===== src/rtl/switch_packetizer.sv =====
// Packs dual-beat switch words into 4-slot NoC flits with head/tail/dest/vc.
// SWITCH_PACKETIZER_DROP_CNT_EN enables the saturating headless-word counter.
module switch_packetizer #(
    parameter int DATA_WIDTH       = 64,
    parameter int ADDRESS_WIDTH    = 4,
    parameter int VC_ADDRESS_WIDTH = 1,
    parameter int WIDTH_IN         = 142,
    parameter int WIDTH_OUT        = 600
) (
    input  logic                        clk,
    input  logic                        reset,
    input  logic [WIDTH_IN-1:0]         i_data_in,
    input  logic                        i_valid_in,
    output logic                        i_ready_out,
    input  logic [ADDRESS_WIDTH-1:0]    i_dest,
    input  logic [VC_ADDRESS_WIDTH-1:0] i_vc,
    output logic [WIDTH_OUT-1:0]        o_data_out,
    output logic                        o_valid_out,
    input  logic                        o_ready_in,
    output logic [15:0]                 o_drop_cnt
);
    localparam int S   = WIDTH_OUT / 4;
    localparam int H   = WIDTH_IN / 2;
    localparam int PAD = S - 3 - ADDRESS_WIDTH - VC_ADDRESS_WIDTH
                         - 2 * (DATA_WIDTH + 5);

    typedef enum logic {IDLE, ASM} state_t;
    typedef logic [0:3][S-1:0] flit_t;

    state_t                      state_q, state_n;
    logic [1:0]                  ptr_q, ptr_n, last;
    flit_t                       asm_q, asm_n, tmp, fresh;
    flit_t                       flit_a, flit_b, flit_out;
    logic                        hold_q, hold_n;
    logic [ADDRESS_WIDTH-1:0]    dest_q, dest_n;
    logic [VC_ADDRESS_WIDTH-1:0] vc_q, vc_n;
    logic                        emit_a, emit_b, load, drop, accept;

    logic [H-1:0]            h0, h1;
    logic                    sop0, eop0, err0, keep1, eop1, err1, eop_w;
    logic [2:0]              empty0, empty1;
    logic [DATA_WIDTH-1:0]   data0, data1;
    logic [S-1:0]            slot_w;
    logic                    unused_bits;

    assign h0     = i_data_in[2*H-1 -: H];
    assign h1     = i_data_in[H-1:0];
    assign sop0   = h0[H-2];
    assign eop0   = h0[H-3];
    assign empty0 = h0[H-4 -: 3];
    assign err0   = h0[H-7];
    assign data0  = h0[DATA_WIDTH-1:0];
    // Half 1 only carries data when valid and half 0 did not end the packet
    assign keep1  = h1[H-1] & ~eop0;
    assign eop1   = keep1 & h1[H-3];
    assign empty1 = keep1 ? h1[H-4 -: 3] : 3'd0;
    assign err1   = keep1 & h1[H-7];
    assign data1  = keep1 ? h1[DATA_WIDTH-1:0] : '0;
    assign eop_w  = eop0 | eop1;
    assign unused_bits = ^{h0[H-1], h1[H-2]};

    assign slot_w = {1'b1, sop0, eop_w,
                     sop0 ? i_dest : dest_q,
                     sop0 ? i_vc : vc_q,
                     eop0, empty0, err0, data0,
                     eop1, empty1, err1, data1,
                     {PAD{1'b0}}};

    assign i_ready_out = !o_valid_out || o_ready_in;
    assign accept      = i_valid_in && i_ready_out;
    assign last        = ptr_q - 2'd1;

    always_comb begin
        state_n = state_q;
        ptr_n   = ptr_q;
        asm_n   = asm_q;
        hold_n  = hold_q;
        dest_n  = dest_q;
        vc_n    = vc_q;
        emit_a  = 1'b0;
        emit_b  = 1'b0;
        flit_a  = '0;
        flit_b  = '0;
        drop    = 1'b0;
        tmp     = asm_q;
        fresh   = '0;
        // A parked flit leaves first whenever the output can load
        if (i_ready_out && hold_q) begin
            emit_a = 1'b1;
            flit_a = asm_q;
            asm_n  = '0;
            hold_n = 1'b0;
        end
        if (accept) begin
            if (sop0) begin
                dest_n = i_dest;
                vc_n   = i_vc;
                if (state_q == ASM && ptr_q != 2'd0) begin
                    tmp[last][S-3] = 1'b1;
                    emit_a = 1'b1;
                    flit_a = tmp;
                end
                fresh[0] = slot_w;
                if (eop_w) begin
                    emit_b  = 1'b1;
                    flit_b  = fresh;
                    asm_n   = '0;
                    ptr_n   = 2'd0;
                    state_n = IDLE;
                end else begin
                    asm_n   = fresh;
                    ptr_n   = 2'd1;
                    state_n = ASM;
                end
            end else if (state_q == ASM) begin
                tmp[ptr_q] = slot_w;
                if (ptr_q == 2'd3 || eop_w) begin
                    emit_b  = 1'b1;
                    flit_b  = tmp;
                    asm_n   = '0;
                    ptr_n   = 2'd0;
                    state_n = eop_w ? IDLE : ASM;
                end else begin
                    asm_n = tmp;
                    ptr_n = ptr_q + 2'd1;
                end
            end else begin
                drop = 1'b1;
            end
        end
        load     = emit_a | emit_b;
        flit_out = emit_a ? flit_a : flit_b;
        // Two flits finished together: park the second one in the assembly
        if (emit_a && emit_b) begin
            asm_n  = flit_b;
            hold_n = 1'b1;
        end
    end

    always_ff @(posedge clk or posedge reset) begin
        if (reset) begin
            state_q     <= IDLE;
            ptr_q       <= 2'd0;
            asm_q       <= '0;
            hold_q      <= 1'b0;
            dest_q      <= '0;
            vc_q        <= '0;
            o_valid_out <= 1'b0;
            o_data_out  <= '0;
        end else begin
            state_q <= state_n;
            ptr_q   <= ptr_n;
            asm_q   <= asm_n;
            hold_q  <= hold_n;
            dest_q  <= dest_n;
            vc_q    <= vc_n;
            if (load) begin
                o_valid_out <= 1'b1;
                o_data_out  <= flit_out;
            end else if (o_ready_in) begin
                o_valid_out <= 1'b0;
            end
        end
    end

`ifdef SWITCH_PACKETIZER_DROP_CNT_EN
    logic [15:0] drop_q;

    always_ff @(posedge clk or posedge reset) begin
        if (reset) begin
            drop_q <= 16'd0;
        end else if (drop && drop_q != 16'hFFFF) begin
            drop_q <= drop_q + 16'd1;
        end
    end

    assign o_drop_cnt = drop_q;
`else
    logic unused_drop;

    assign unused_drop = drop;
    assign o_drop_cnt  = 16'd0;
`endif

endmodule


===== config.mk =====
export PLATFORM = sky130hd
export DESIGN_NAME = switch_packetizer
export DESIGN_NICKNAME = d
export VERILOG_FILES = /design/src/rtl/switch_packetizer.sv
export SDC_FILE = /design/constraint.sdc
export NUM_CORES = 2
export LEC_CHECK = 0
export CORE_ASPECT_RATIO = 1.2
export CORE_MARGIN = 2
export CORE_UTILIZATION = 40
export CTS_CLUSTER_DIAMETER = 50
export CTS_CLUSTER_SIZE = 28
export DETAILED_ROUTE_END_ITERATION = 10
export DONT_BUFFER_PORTS = 1
export HOLD_SLACK_MARGIN = 0.03
export SLEW_MARGIN = 40
export SYNTH_ARGS = -nofsm -noshare
export SYNTH_HDL_FRONTEND = slang
export SYNTH_SLANG_ARGS = --single-unit

===== constraint.sdc =====
create_clock -name clk -period 114.3 [get_ports clk]
set_input_delay 17.145 -clock clk [delete_from_list [all_inputs] [get_ports clk]]
set_output_delay 17.145 -clock clk [all_outputs]
set_load 0.01 [all_outputs]

# ---- After elaboration in Yosys (flattened, before gate mapping)
# Index checks and enable logic that the tools add are counted.
dict set report totals {
  ff_bits 1210
  inputBits 151
  output_inout_bits 618
}
dict set report classes {
  addsub 2
  magnitude_cmp 4
  n_eq_ne 1
  n_mux 47
  n_bitwise 9
  reduce_logical 14
}
# cell n
set ops {}
lappend ops {{$mux W600} 17}
lappend ops {{$bwmux W600} 1}
lappend ops {{$demux W150 S2} 2}
lappend ops {{$or A600 B600 Y600} 1}
lappend ops {{$mux W150} 1}
lappend ops {{$mux W148} 1}
lappend ops {{$mux W64} 1}
lappend ops {{$mux W1} 19}
lappend ops {{$reduce_bool A2 Y1} 4}
lappend ops {{$ge A3 B3 Y1 const B} 2}
lappend ops {{$logic_and A1 B1 Y1} 6}
lappend ops {{$lt A3 B1 Y1 const B} 2}
lappend ops {{$mux W2} 3}
lappend ops {{$not A2 Y3} 2}
lappend ops {{$mux W4} 1}
lappend ops {{$and A1 B1 Y1} 3}
lappend ops {{$mux W3} 1}
lappend ops {{$add A2 B1 Y2 const B} 1}
lappend ops {{$eq A2 B2 Y1 const B} 1}
lappend ops {{$logic_or A1 B1 Y1} 2}
lappend ops {{$or A1 B1 Y1} 2}
lappend ops {{$reduce_and A2 Y1} 1}
lappend ops {{$sub A2 B1 Y2 const B} 1}
lappend ops {{$logic_not A1 Y1} 1}
lappend ops {{$not A1 Y1} 1}

# ---- Depth between registers and ports, before layout
dict set report logic_depth {
  depth_word 11
  mapped_depth 11
  ltp_nobuf 7
}

# ---- Worst setup path before layout
# No wires, ideal clock.
dict set report synth_path {
  path_type {input-to-output}
  start {input port o_ready_in}
  end {output port i_ready_out}
  arrival_time_ns 17.996
  path_slack_ns 79.159
  cell_stages 5
  path_buffers 3
  path_cell_list {nor2b_1 -> buf_4 -> inv_2 -> buf_2 -> buf_1}
}
dict set report synth_via {
  elab_chain_len 1
}
# item line_no
set synth_lines {}
lappend synth_lines {{from (decl)} 19} ;# input logic o_ready_in,
lappend synth_lines {{$logic_or A1 B1 Y1} 69} ;# assign i_ready_out = !o_valid_out || o_ready_in;
lappend synth_lines {{to (decl)} 14} ;# output logic i_ready_out,
# No other way between the ends.

# ---- Worst setup path in the final report
# Ends and elaborated chain as after synthesis.

==> results.toml <==
[finish]
drive_gt1_share_pct = 7.50
final_common_cell = "dfrtp_1"
layout.nets = 4845
final_cell_mix = "1,210 x dfrtp_1, 715 x nand2_1, 523 x a22oi_1, 298 x a22o_1, 282 x o22ai_1"
area_growth_pct = 9.63
final_area_um2 = 59000

[yosys]
ys_async_sr_fraction_pct = 100
avgSynthCellArea_um2 = 10.6
synthFlopType = "dfrtp_1"
synthSimpleGateAreaFrac_pct = 8.75
yosys-mux-area-fraction_pct = 4.06
synth-xor-area-share_pct = 0
synth_compound_area_share_pct = 25.8
synth_edf_count = 0
synth_top_family_by_area = "compound AO/OA/AOI/OAI gates"
postSynthCellCount = 5051
ys_ff_latch = 1210
seq_area_frac_synth_pct = 56.3
syn-cell-area_um2 = 53800
yosysUniqueCellTypes = 65
synth_warnings = 0
synth_adder_area_share_pct = 0.0930

[die]
rows = 147
start_util_pct = 40.2
fp.coreArea_um2 = 134000
die_x_um = 339
num_io_pins = 769
dieArea_um2 = 137000
die_h_um = 406

[power_and_ir_drop]
p_leak_nw = 26.3
power_frac_clock_pct = 38.3
power_switching_uw = 352
power_density_nw_per_um2 = 18.2
p_seq_share_pct = 48.7
p_int_uw = 724
pwr-share-comb_pct = 13.0
peakVddDrop_mv = 0.0140
p_sw_share_pct = 32.7

[timing]
min_period_ns = 35.18
worstMarginPinSlew_ns = 0.917
fin_tns_setup_ns = 0
fin_skew_ns = 0.0285
rsz0062_at_grt = "no"
fmax_mhz = 28.4
maxSlewViolCount = 0
final_hold_viol_count = 0
max_slew_margin_pct = 38.9
finalSetupViolCount = 0
fin_crit_sh_pct = 30.8

[routing]
detail_route.vias_per_cell = 6.52
drc = 0
drtPass1Iterations = 6
wl_mm = 207
wl_per_cell_um = 31.5
drtAntennaViolNets = 0
num_vias = 42865
first_iter_violations = 4129

[global_route]
grt_max_degree = 152
antenna_found_initial = 5
overflow = 0
grt_pass1_wl_mm = 303
grt_pass1_vias = 42111
grt_use_total_pct = 29.3

[clock_tree]
ctsResizeCount = 0
htreeDepth = 3
clk_latency_ns = 0.75
holdBufCountCts = 0
cts-root-buf = "clkbuf_16"
clockBufferDepth = 3
post_cts_buffers = 0
cts_sinks = 1210
numCtsBuffers = 115
cts_tree = "yes"
clkTransAtPathRegs_ns = 0.07

[worst_setup_path]
critical_path_class = "input port to primary output"
cp_max_fo = 28
cp-start-kind = "input port"
end_kind = "primary output"
worstPathRequired_ns = 97.15
arrival_ns = 18.03

[placed_design]
dp_hpwl_mm = 118
numPortBuffers = 0
gp_congestion = 0.832
placed_cell_area_um2 = 54800

[worst_hold_path]
min_path_type = "flip-flop to flip-flop"

[run]
cap_violations = 0

[run_status]
status = "finished, final reports clean"
## critical path, cell delays in order
cell and delay [ns]:
nor2b_1 0.02, buf_4 0.20, inv_2 0.64
## power by group through the flow
stage | Clock (mW) | Sequential [mW] | Combinational (mW)
after floorplan | 0 | 0.507 | 0.100
after global placement | 0 | 0.530 | 0.135
after detailed placement | 0 | 0.530 | 0.138
after CTS | 0.419 | 0.522 | 0.138
after global routing | 0.434 | 0.527 | 0.151
final | 0.413 | 0.524 | 0.140
## synth_stat cells, drive strengths merged, types with 6 or more instances
master | n | area [um^2]
a31oi | 8 | 50.1
o221ai | 67 | 587
a221oi | 73 | 639
a22o | 298 | 2610
and2 | 22 | 138
and3b | 69 | 604
a32oi | 56 | 490
mux2i | 217 | 2170
a32o | 73 | 731
a22oi | 523 | 3930
o21a | 7 | 52.6
nor3 | 7 | 51.3
nor2 | 257 | 985
dfrtp | 1210 | 30300
a21oi | 175 | 876
buf | 292 | 1500
inv | 13 | 48.8
clkbuf | 305 | 1150
nand4 | 6 | 43.8
o21ai | 226 | 1140
o22ai | 282 | 1760
nand2 | 717 | 2690
nand3 | 18 | 100
o31ai | 7 | 57.6
a21o | 6 | 45.0
o2bb2ai | 73 | 639
o2111ai | 6 | 70.1
## area by class of cell
cell class              count  area (um^2)
flip-flops and latches   1210        30300
diodes                      5         12.5
multi-input cells        3245        21200
repair buffers            104         1190
inverters                  14         70.1
fillers                 12521        74700
clock inverters            81          960
clock buffers             131         3060
well taps                1788         2240
## stage by stage
stage | power, mW | hold slack [ns] | instances | setup slack, ns | util [%]
floorplan | 0.608 | 0.450 | 5066 | 63.06 | -
global placement | 0.665 | 0.462 | 6346 | 79.17 | 40.7
detailed placement | 0.669 | 0.467 | 6353 | 79.16 | 41.0
CTS | 1.08 | 0.472 | 6565 | 79.16 | 44.0
global route | 1.11 | 0.498 | 6575 | 79.09 | 44.1
finish | 1.08 | 0.471 | 6578 | 79.12 | 44.1
## final timing paths
path | from | end | slack [ns] | depth (start not counted)
worst max-delay path | o_ready_in | i_ready_out | 79.12 | 3
worst min-delay path | asm_q[453]$_DFF_PP0_ | o_data_out[453]$_DFFE_PP0P_ | 0.47 | 1
worst max register to register | o_valid_out$_DFFE_PP0P_ | asm_q[84]$_DFF_PP0_ | 109.64 | 8
worst min register to register | asm_q[453]$_DFF_PP0_ | o_data_out[453]$_DFFE_PP0P_ | 0.47 | 1
max in group asynchronous | reset | o_data_out[411]$_DFFE_PP0P_ | 94.87 | 6
min in group asynchronous | reset | o_data_out[4]$_DFFE_PP0P_ | 16.35 | 1
## state kept, by name, indices dropped and copies added (netlist names)
| name | count |
|---|---|
| o_valid_out | 1 |
| ptr_q | 2 |
| dest_q | 4 |
| vc_q | 1 |
| state_q | 1 |
| asm_q | 600 |
| o_data_out | 600 |
| hold_q | 1 |
## per-layer routing
| layer | GRT usage [%] | part of all wire, % |
|---|---|---|
| met2 | 46.1 | 46 |
| met3 | 10.7 | 12 |
| met5 | 0 | 0.022 |
| met1 | 36.2 | 38 |
| met4 | 12.1 | 4.0 |
## cell families (layout without fill, tap and decap cells)
| kind of cell | count (synthesis) | after routing |
|---|---|---|
| simple gates | 1108 | 1108 |
| compound gates | 1899 | 1899 |
| buf+inv | 611 | 330 |
| flops | 1210 | 1210 |
| other cells | 1 | 21 |
| fa+ha+maj | 4 | 4 |
| mux | 218 | 218 |
(Power assumes the default switching activity.)
